### src/rtl/iic_pkg.sv
`default_nettype none
// +----------------------------------------------------------------------------+
// | iic_pkg : shared types and constants for the I2C sequence master           |
// | Revision : 1.0                                                             |
// +----------------------------------------------------------------------------+
package iic_pkg;

  typedef enum logic [2:0] {
    ST_IDLE   = 3'd0,
    ST_FETCH  = 3'd1,
    ST_START  = 3'd2,
    ST_SHIFT  = 3'd3,
    ST_ACK    = 3'd4,
    ST_STOP   = 3'd5,
    ST_GAP    = 3'd6,
    ST_FINISH = 3'd7
  } state_t;

  localparam logic [1:0] PH_Q0 = 2'd0;
  localparam logic [1:0] PH_Q1 = 2'd1;
  localparam logic [1:0] PH_Q2 = 2'd2;
  localparam logic [1:0] PH_Q3 = 2'd3;

  // Bytes per write: device address, register address bytes, data.
  function automatic int byte_count(input int reg_bytes);
    return reg_bytes + 2;
  endfunction

endpackage
`default_nettype wire

### src/rtl/iic_qtr_tick.sv
`default_nettype none
// +----------------------------------------------------------------------------+
// | iic_qtr_tick : quarter-period tick divider with hold (count frozen at 0)   |
// | Revision : 1.0                                                             |
// +----------------------------------------------------------------------------+
module iic_qtr_tick #(
  parameter int QTR_DIV = 20
) (
  input  logic clk,
  input  logic rst,
  input  logic hold,
  output logic tick
);

  localparam int CW = (QTR_DIV > 1) ? $clog2(QTR_DIV) : 1;
  localparam logic [CW-1:0] CNT_LAST = CW'(QTR_DIV - 1);

  logic [CW-1:0] cnt;

  always_ff @(posedge clk) begin
    if (rst || hold) begin
      cnt <= '0;
    end else if (cnt == CNT_LAST) begin
      cnt <= '0;
    end else begin
      cnt <= cnt + CW'(1);
    end
  end

  assign tick = !hold && (cnt == CNT_LAST);

endmodule
`default_nettype wire

### src/rtl/iic_seq_master.sv
`default_nettype none
// +----------------------------------------------------------------------------+
// | iic_seq_master : table-driven I2C write engine with stretch and NACK retry |
// | Revision : 1.0                                                             |
// +----------------------------------------------------------------------------+
module iic_seq_master
  import iic_pkg::*;
#(
  parameter int         QTR_DIV   = 20,
  parameter int         REG_BYTES = 2,
  parameter int         TBL_AW    = 6,
  parameter int         MAX_RETRY = 3,
  parameter logic [6:0] DEV_ADDR  = 7'h3C
) (
  input  logic                     clk_8m,
  input  logic                     rst,
  input  logic                     start,
  input  logic [TBL_AW:0]          tbl_len,
  output logic [TBL_AW-1:0]        tbl_addr,
  input  logic [8*REG_BYTES+7:0]   tbl_data,
  input  logic                     scl_in,
  input  logic                     sda_in,
  output logic                     scl_oe,
  output logic                     sda_oe,
  output logic                     busy,
  output logic                     done,
  output logic                     err,
  output logic [TBL_AW-1:0]        err_idx
);

  localparam int NBYTES = byte_count(REG_BYTES);
  localparam int DW     = 8*REG_BYTES + 8;
  localparam int SW     = 8*NBYTES;
  localparam int RW     = (MAX_RETRY > 0) ? $clog2(MAX_RETRY + 1) : 1;
  localparam int BW     = $clog2(NBYTES);
  localparam logic [RW-1:0] RETRY_MAX = RW'(MAX_RETRY);
  localparam logic [BW-1:0] LAST_BYTE = BW'(NBYTES - 1);

  state_t          state, state_d;
  logic            start_q, accept, tick, hold, stretch, bus_end;
  logic            fetch_wait, q3_first, ack_bit, retry_pend, sda_drive;
  logic [TBL_AW:0] index, index_nxt;
  logic [DW-1:0]   entry;
  logic [SW-1:0]   shreg;
  logic [1:0]      phase;
  logic [2:0]      bit_cnt;
  logic [BW-1:0]   byte_cnt;
  logic [RW-1:0]   retry_cnt;

  assign accept    = start && !start_q && (state == ST_IDLE);
  assign bus_end   = tick && (phase == PH_Q3);
  assign index_nxt = index + (TBL_AW+1)'(1);
  assign tbl_addr  = index[TBL_AW-1:0];
  assign busy      = (state != ST_IDLE) && (state != ST_FINISH);
  assign done      = (state == ST_FINISH);

  // Slave may hold SCL low after we release it; freeze the quarter timer until it lets go.
  assign stretch = !scl_in &&
                   ((((state == ST_SHIFT) || (state == ST_ACK)) && (phase == PH_Q2)) ||
                    ((state == ST_STOP) && (phase == PH_Q1)));
  assign hold = (state == ST_IDLE) || (state == ST_FETCH) || (state == ST_FINISH) || stretch;

  iic_qtr_tick #(
    .QTR_DIV (QTR_DIV)
  ) u_qtr_tick (
    .clk  (clk_8m),
    .rst  (rst),
    .hold (hold),
    .tick (tick)
  );

  always_ff @(posedge clk_8m) begin
    if (rst) begin
      state <= ST_IDLE;
    end else begin
      state <= state_d;
    end
  end

  always_comb begin
    state_d   = state;
    scl_oe    = 1'b0;
    sda_drive = 1'b0;
    case (state)
      ST_IDLE: begin
        if (accept) begin
          state_d = (tbl_len == '0) ? ST_FINISH : ST_FETCH;
        end
      end
      ST_FETCH: begin
        if (fetch_wait) begin
          state_d = ST_START;
        end
      end
      ST_START: begin
        scl_oe    = (phase == PH_Q3);
        sda_drive = (phase != PH_Q0);
        if (bus_end) begin
          state_d = ST_SHIFT;
        end
      end
      ST_SHIFT: begin
        scl_oe    = !phase[1];
        sda_drive = !shreg[SW-1];
        if (bus_end && (bit_cnt == 3'd7)) begin
          state_d = ST_ACK;
        end
      end
      ST_ACK: begin
        scl_oe = !phase[1];
        if (bus_end) begin
          state_d = (ack_bit || (byte_cnt == LAST_BYTE)) ? ST_STOP : ST_SHIFT;
        end
      end
      ST_STOP: begin
        scl_oe    = (phase == PH_Q0);
        sda_drive = (phase != PH_Q3);
        if (bus_end) begin
          state_d = ST_GAP;
        end
      end
      ST_GAP: begin
        if (bus_end) begin
          if (retry_pend) begin
            state_d = (retry_cnt < RETRY_MAX) ? ST_START : ST_FINISH;
          end else if (index_nxt == tbl_len) begin
            state_d = ST_FINISH;
          end else begin
            state_d = ST_FETCH;
          end
        end
      end
      ST_FINISH: state_d = ST_IDLE;
      default:   state_d = ST_IDLE;
    endcase
  end

  // SDA is registered so it always moves one clock after the SCL falling edge.
  always_ff @(posedge clk_8m) begin
    if (rst) begin
      start_q    <= 1'b0;
      sda_oe     <= 1'b0;
      phase      <= PH_Q0;
      fetch_wait <= 1'b0;
      q3_first   <= 1'b0;
      ack_bit    <= 1'b0;
      retry_pend <= 1'b0;
      retry_cnt  <= '0;
      index      <= '0;
      entry      <= '0;
      shreg      <= '0;
      bit_cnt    <= '0;
      byte_cnt   <= '0;
      err        <= 1'b0;
      err_idx    <= '0;
    end else begin
      start_q    <= start;
      sda_oe     <= sda_drive;
      q3_first   <= tick && (phase == PH_Q2);
      fetch_wait <= (state == ST_FETCH) && !fetch_wait;
      if (state == ST_IDLE) begin
        phase <= PH_Q0;
      end else if (tick) begin
        phase <= phase + 2'd1;
      end
      if ((state == ST_FETCH) && fetch_wait) begin
        entry <= tbl_data;
      end
      case (state)
        ST_IDLE: begin
          if (accept) begin
            index      <= '0;
            retry_cnt  <= '0;
            retry_pend <= 1'b0;
            err        <= 1'b0;
          end
        end
        ST_START: begin
          shreg    <= {DEV_ADDR, 1'b0, entry};
          bit_cnt  <= '0;
          byte_cnt <= '0;
        end
        ST_SHIFT: begin
          if (bus_end) begin
            shreg   <= shreg << 1;
            bit_cnt <= bit_cnt + 3'd1;
          end
        end
        ST_ACK: begin
          if (q3_first) begin
            ack_bit <= sda_in;
          end
          if (bus_end) begin
            byte_cnt <= byte_cnt + BW'(1);
            if (ack_bit) begin
              retry_pend <= 1'b1;
            end
          end
        end
        ST_GAP: begin
          if (bus_end) begin
            retry_pend <= 1'b0;
            if (retry_pend) begin
              if (retry_cnt < RETRY_MAX) begin
                retry_cnt <= retry_cnt + RW'(1);
              end else begin
                err     <= 1'b1;
                err_idx <= index[TBL_AW-1:0];
              end
            end else begin
              retry_cnt <= '0;
              index     <= index_nxt;
            end
          end
        end
        default: ;
      endcase
    end
  end

endmodule
`default_nettype wire

### config.mk
export PLATFORM = sky130hd
export DESIGN_NAME = iic_seq_master
export DESIGN_NICKNAME = d
export VERILOG_FILES = /design/src/rtl/iic_pkg.sv /design/src/rtl/iic_qtr_tick.sv /design/src/rtl/iic_seq_master.sv
export SDC_FILE = /design/constraint.sdc
export NUM_CORES = 1
export LEC_CHECK = 0
export ABC_CLOCK_PERIOD_IN_PS = 3700
export BUFFER_PORTS_ARGS = -buffer_cell sky130_fd_sc_hd__buf_2
export CAP_MARGIN = 40
export CORE_MARGIN = 1
export CORE_UTILIZATION = 45
export DETAILED_ROUTE_END_ITERATION = 6
export GPL_ROUTABILITY_DRIVEN = 1
export SLEW_MARGIN = 20
export SYNTH_ARGS = -nofsm -noshare
export SYNTH_HDL_FRONTEND = slang
export SYNTH_SLANG_ARGS = --single-unit
export TNS_END_PERCENT = 100
### constraint.sdc
create_clock -name clk_8m -period 3.7 [get_ports clk_8m]
set_input_delay 0.555 -clock clk_8m [delete_from_list [all_inputs] [get_ports clk_8m]]
set_output_delay 0.555 -clock clk_8m [all_outputs]
set_load 0.01 [all_outputs]
; ---- After elaboration in Yosys (flattened, before gate mapping)
; Cells that the tools add are included.
[totals]
reg_bits = 93
output_inout_bits = 17
elab_cells = 139
inputBits = 36
[op_classes]
n_lt_le_gt_ge = 1
n_reduce_logical = 46
bitwise = 1
eq_ne = 29
add_sub_neg = 6
muxes = 39
[ops]
columns = operator, n
row1 = one-hot mux 32 bit (2 select lines), 1
row2 = 2-to-1 mux 3 bit, 13
row3 = 2-to-1 mux 32 bit, 1
row4 = != test 2 bit (second input constant), 12
row5 = one-hot mux 3 bit (8 select lines), 1
row6 = 2-to-1 mux 7 bit, 3
row7 = equality test 3 bit (second input constant), 5
row8 = one-hot mux 7 bit (2 select lines), 1
row9 = logical AND 1 bit, 12
row10 = AND reduction 4 bit, 3
row11 = 2-to-1 mux 2 bit, 5
row12 = AND reduction 5 bit, 2
row13 = one-hot mux 1 bit (3 select lines), 3
row14 = one-hot mux 2 bit (2 select lines), 2
row15 = nonzero test 2 bit, 4
row16 = adder 7 x 1 -> 7 bit (second input constant), 1
row17 = equality test 7 bit, 1
row18 = zero test 7 bit, 1
row19 = logical OR 1 bit, 7
row20 = 2-to-1 mux 1 bit, 7
row21 = AND reduction 7 bit, 1
row22 = adder 2 x 1 -> 2 bit (second input constant), 3
row23 = equality test 2 bit (second input constant), 3
row24 = equality test 3 x 2 -> 1 bit (second input constant), 2
row25 = other kinds (17), 28

; ---- Logic depth before layout (Yosys ltp)
[logic_depth]
depth_word = 12
mapped_depth = 10
depth_no_buf = 8

; ---- Modules after synthesis
; Synthesis repeated with hierarchy kept, for this count alone.
[unflattened]
cells_unflattened = 511
area_unflattened_um2 = 4321.6
[modules_own_cells]
columns = module, cells_per_inst, seq_area_each_um2, area_per_inst_um2, instances
row1 = iic_seq_master, 491, 1761.7, 4107.7, 1
row2 = iic_qtr_tick, 20, 100.1, 214.0, 1

; ---- Worst setup path after synthesis
; Ideal clock, no wire load.
[synth_path]
path_type = register to register
from = register phase[0]
to = register index[5]
stages_incl_launch_ff = 8
path_buffers = 0
setup_time_ns = 0.070
arrival_ns = 1.972
path_slack_ns = 1.658
path_cell_list = dfxtp_1 > inv_1 > ha_1 > mux2i_1 > o32ai_4 > or3_4 > or4_1 > a21oi_1
[synth_via]
elab_chain_len = 10
elab_cells_between_ends = 13
[synth_lines]
columns = element, line
row1 = from (decl), iic_seq_master.sv:45  ; logic [1:0] phase;
row2 = from (signal assigned), iic_seq_master.sv:164  ; phase <= phase + 2'd1;
row3 = equality test 2 bit / equality test 2 x 1 -> 1 bit (equally long branches), "iic_seq_master.sv:59, iic_seq_master.sv:60"
row4 = logical AND 1 bit (on tied branches), "iic_seq_master.sv:59, iic_seq_master.sv:60"
row5 = logical OR 1 bit, iic_seq_master.sv:59  ; ((((state == ST_SHIFT) || (state == ST_ACK)) && (phase == PH_Q2)) ||
row6 = logical AND 1 bit, iic_seq_master.sv:58  ; assign stretch = !scl_in &&
row7 = logical OR 1 bit, iic_seq_master.sv:61  ; assign hold = (state == ST_IDLE) || (state == ST_FETCH) || (state == ST_FINISH) || stretch;
row8 = zero test 1 bit, iic_qtr_tick.sv:30  ; assign tick = !hold && (cnt == CNT_LAST);
row9 = logical AND 1 bit, iic_qtr_tick.sv:30
row10 = logical AND 1 bit *, iic_seq_master.sv:51  ; assign bus_end = tick && (phase == PH_Q3);
row11 = != test 2 bit (no source line) *, --
row12 = AND reduction 4 bit (no source line) *, --
row13 = to (signal assigned), iic_seq_master.sv:212  ; index <= index_nxt;
row14 = to (decl), iic_seq_master.sv:42  ; logic [TBL_AW:0] index, index_nxt;
; Every way passes the cells marked *; elsewhere a longest branch is shown, timed or not.
; A chain may end at the register's enable or synchronous reset.

; ---- Worst setup path after layout
[layout_path]
from = register state[2]
to = register shreg[7]
[layout_via]
elab_chain_len = 11
elab_cells_between_ends = 22
[layout_lines]
columns = element, line
row1 = from (decl), iic_seq_master.sv:39  ; state_t state, state_d;
row2 = from (signal assigned), iic_seq_master.sv:76  ; state <= state_d;
row3 = equality test 3 x 2 -> 1 bit / equality test 3 bit (equally long branches), "iic_seq_master.sv:59, iic_seq_master.sv:169"
row4 = logical OR 1 bit, iic_seq_master.sv:59
row5 = logical AND 1 bit, iic_seq_master.sv:59
row6 = logical OR 1 bit, iic_seq_master.sv:59
row7 = logical AND 1 bit, iic_seq_master.sv:58
row8 = logical OR 1 bit, iic_seq_master.sv:61
row9 = zero test 1 bit, iic_qtr_tick.sv:30
row10 = logical AND 1 bit, iic_qtr_tick.sv:30
row11 = logical AND 1 bit, iic_seq_master.sv:51
row12 = != test 2 bit (no source line), --
row13 = AND reduction 2 bit (no source line), --
row14 = to (signal assigned), iic_seq_master.sv:179  ; shreg <= {DEV_ADDR, 1'b0, entry};
row15 = to (signal assigned), iic_seq_master.sv:185  ; shreg <= shreg << 1;
row16 = to (decl), iic_seq_master.sv:44  ; logic [SW-1:0] shreg;
; Parallel ways exist; a longest one is shown, timed or not.

==> impl_metrics.py <==
metrics = {
    "setup_path": {
        "end_kind": "flip-flop",
        "path_cells": "inv_1 > ha_1 > nand4bb_4 > or3_4 > nand2_1 > buf_4 > nor2_1 > a211oi_1",
        "slowest_stage": "dfxtp_1",
        "worstPathMaxFanout": 47,
        "start_kind": "flip-flop",
        "cp.arrival_ps": 3080,
        "critPathRequiredTime_ps": 3980,
        "criticalPathCategory": "flip-flop to flip-flop",
        "cp_slowest_stage_delay_ps": 650,
    },
    "pwr": {
        "peakVddDrop_v": 0.0002388,
        "p_leak_nw": 1.973,
        "power_density_nw_per_um2": 484.7,
    },
    "detailed_routing": {
        "drtAntennaViolNets": 0,
        "drtIter0Drc": 114,
        "vias_per_cell": 5.299,
        "via_count": 3603,
        "wl_mm": 9.098,
        "drt_first_pass_iters": 4,
        "wl_per_cell_um": 13.38,
        "drc": 0,
    },
    "logic_synthesis": {
        "async_flop_share": 0,
        "syn_area_um2": 4423,
        "avgSynthCellArea_um2": 8.588,
        "synth_cell_type_count": 49,
        "synth_edf_count": 0,
        "synth_ff_type": "dfxtp_1",
        "seq_area_frac_synth": 0.4209,
        "netlist_top_cells_area": "dfxtp_1, mux2i_1, nand2_1, nor2_1, a21oi_1",
        "yosysTopAreaCellShare": 0.4209,
        "syn_inst": 515,
        "yosys.area.top_type": "dfxtp_1",
        "yosys_warnings": 0,
        "syn_nets": 565,
        "yosys_register_bits": 93,
    },
    "timing": {
        "finClkSkew_ps": 15.50,
        "tightest_slew_ps": 744.7,
        "drv_slew": 0,
        "slew_headroom": 0.5017,
        "period_share": 0.7566,
        "grt_setup_unrepaired": "no",
        "finalHoldViolCount": 0,
        "setup_ws_ps": 900.7,
        "final-setup-viol-count": 0,
        "fin_tns_setup_ps": 0,
        "fmax_mhz": 357.2,
        "fin_crit_ps": 2799,
    },
    "cts": {
        "cts_sinks": 93,
        "clockBufferDepth": 2,
        "cts_tree": "done",
        "post_cts_buffers": 0,
        "clkTransAtPathRegs_ps": 100,
        "holdBufCountCts": 0,
        "cts_root_buf": "clkbuf_8",
        "clkLatencyLatePin_ps": 370,
        "cts_made_buffers": 9,
        "cts_max_level": 3,
        "cts_resized": 0,
    },
    "layout": {
        "n_antenna_cell": 0,
        "mostFrequentLayoutCell": "dfxtp_1",
        "fin_nets": 596,
        "n_fill_cell": 913,
        "syn_to_final_growth_pct": 12.36,
        "final_cell_mix": "dfxtp_1, nand2_1, nor2_1, buf_2, a21oi_1",
        "drive_gt1_frac": 0.1615,
    },
    "die": {
        "core_area_um2": 9371,
        "ios": 53,
        "start_util": 0.4720,
        "die_w_um": 101.1,
        "die_h_um": 101.1,
        "dieArea_um2": 10230,
        "rows": 35,
    },
    "place": {
        "gp_congestion": 0.8627,
        "place_ws_ps": 974.7,
        "port_buffers": 52,
        "hpwlAfterDp_mm": 6.274,
    },
    "global_route": {
        "grt_start_max_net_pins": 48,
        "antenna_found_initial": 0,
        "grt_pass1_vias": 3365,
        "grt_usage": 0.1928,
        "grt_pass1_wl_mm": 15.60,
        "grt-ovfl-total": 0,
    },
    "outcome": {
        "status": "complete, no violations",
    },
    "min_path": {
        "hp-class": "input port to flip-flop",
    },
    "job": {
        "maxCapViolations": 0,
    },
}
## path summary, 6_finish.rpt
kind	start	to	depth (start not counted)	slack, ps
setup reg to reg	state[2]	shreg[7]	8	900
hold reg to reg	shreg[30]	shreg[31]	2	450
setup / recovery	state[2]	shreg[7]	8	900
hold / removal	tbl_data[4]	entry[4]	3	410
## Yosys cell counts (6+ instances only)
cell       n
nand2_1   76
o21ai_0   12
nor2_1    60
nor3_1    15
a211oi_1  26
ha_1      14
a31oi_1    7
and3_1     6
buf_4      7
clkbuf_1  24
dfxtp_1   93
nand3b_1   6
nand3_1   14
a21oi_1   44
buf_2      6
mux2i_1   34
## flip-flops by register name (all words and copies together) (netlist names), 2 cells and up
register and flops:
retry_cnt 2, index 7, phase 2, byte_cnt 2, entry 24, u_qtr_tick.cnt 5, shreg 32, err_idx 6
state 3, bit_cnt 3
## power by group
group          switching [W]  total, W  internal (W)
logic               0.000258  0.000433      0.000174
clock network       0.000368  0.000820      0.000452
registers          0.0000706   0.00116       0.00109
## layer usage
layer,vias up,part of all wire,GRT usage
li1,1868,-,-
met1,1662,0.49,0.2570
met2,59,0.45,0.3114
met3,14,0.035,0.03175
met4,0,0.018,0.07915
met5,-,0,0
## critical path: cells and delay by family, from the launching register on
kind                     cells  cell delay (ps)
AO/OA/AOI/OAI                1              240
adder cells (fa/ha/maj)      1              260
buffers and inverters        2              670
flip-flops                   1              650
AND/OR/NAND/NOR              4              880
## logic make-up (layout without fill, tap and decap cells)
| logic type | after synthesis | in the layout | share of synthesized area |
|---|---|---|---|
| compound gates | 111 | 111 | 0.1638 |
| xor+xnor | 10 | 10 | 0.01980 |
| fa+ha+maj | 14 | 14 | 0.03960 |
| mux | 37 | 37 | 0.08458 |
| simple gates | 205 | 205 | 0.2238 |
| buf+inv | 45 | 81 | 0.04753 |
| flops | 93 | 93 | 0.4209 |
## final cells by class
type                            count  area, µm²  share of cell area
Multi-Input combinational cell    377       2351              0.4731
Sequential cell                    93       1862              0.3746
Timing Repair Buffer               60      332.8             0.06697
Tap cell                          129      161.4             0.03248
Clock buffer                        9      123.9             0.02492
Clock inverter                      7      120.1             0.02417
Inverter                            5      18.77            0.003776
## through the flow
stage | total power [W] | instances | utilization | hold slack (ps) | instance area, µm²
after floorplan | 0.001508 | 515 | - | 417.9 | 4423
after global placement | 0.001598 | 661 | 0.5005 | 432.1 | 4691
after detailed placement | 0.001610 | 661 | 0.5005 | 445.3 | 4691
after CTS | 0.002434 | 677 | 0.5266 | 398.7 | 4935
after global routing | 0.002541 | 680 | 0.5303 | 411.6 | 4970
final | 0.002409 | 680 | 0.5303 | 414.7 | 4970
Note: power is estimated with default switching activity, not from simulation.
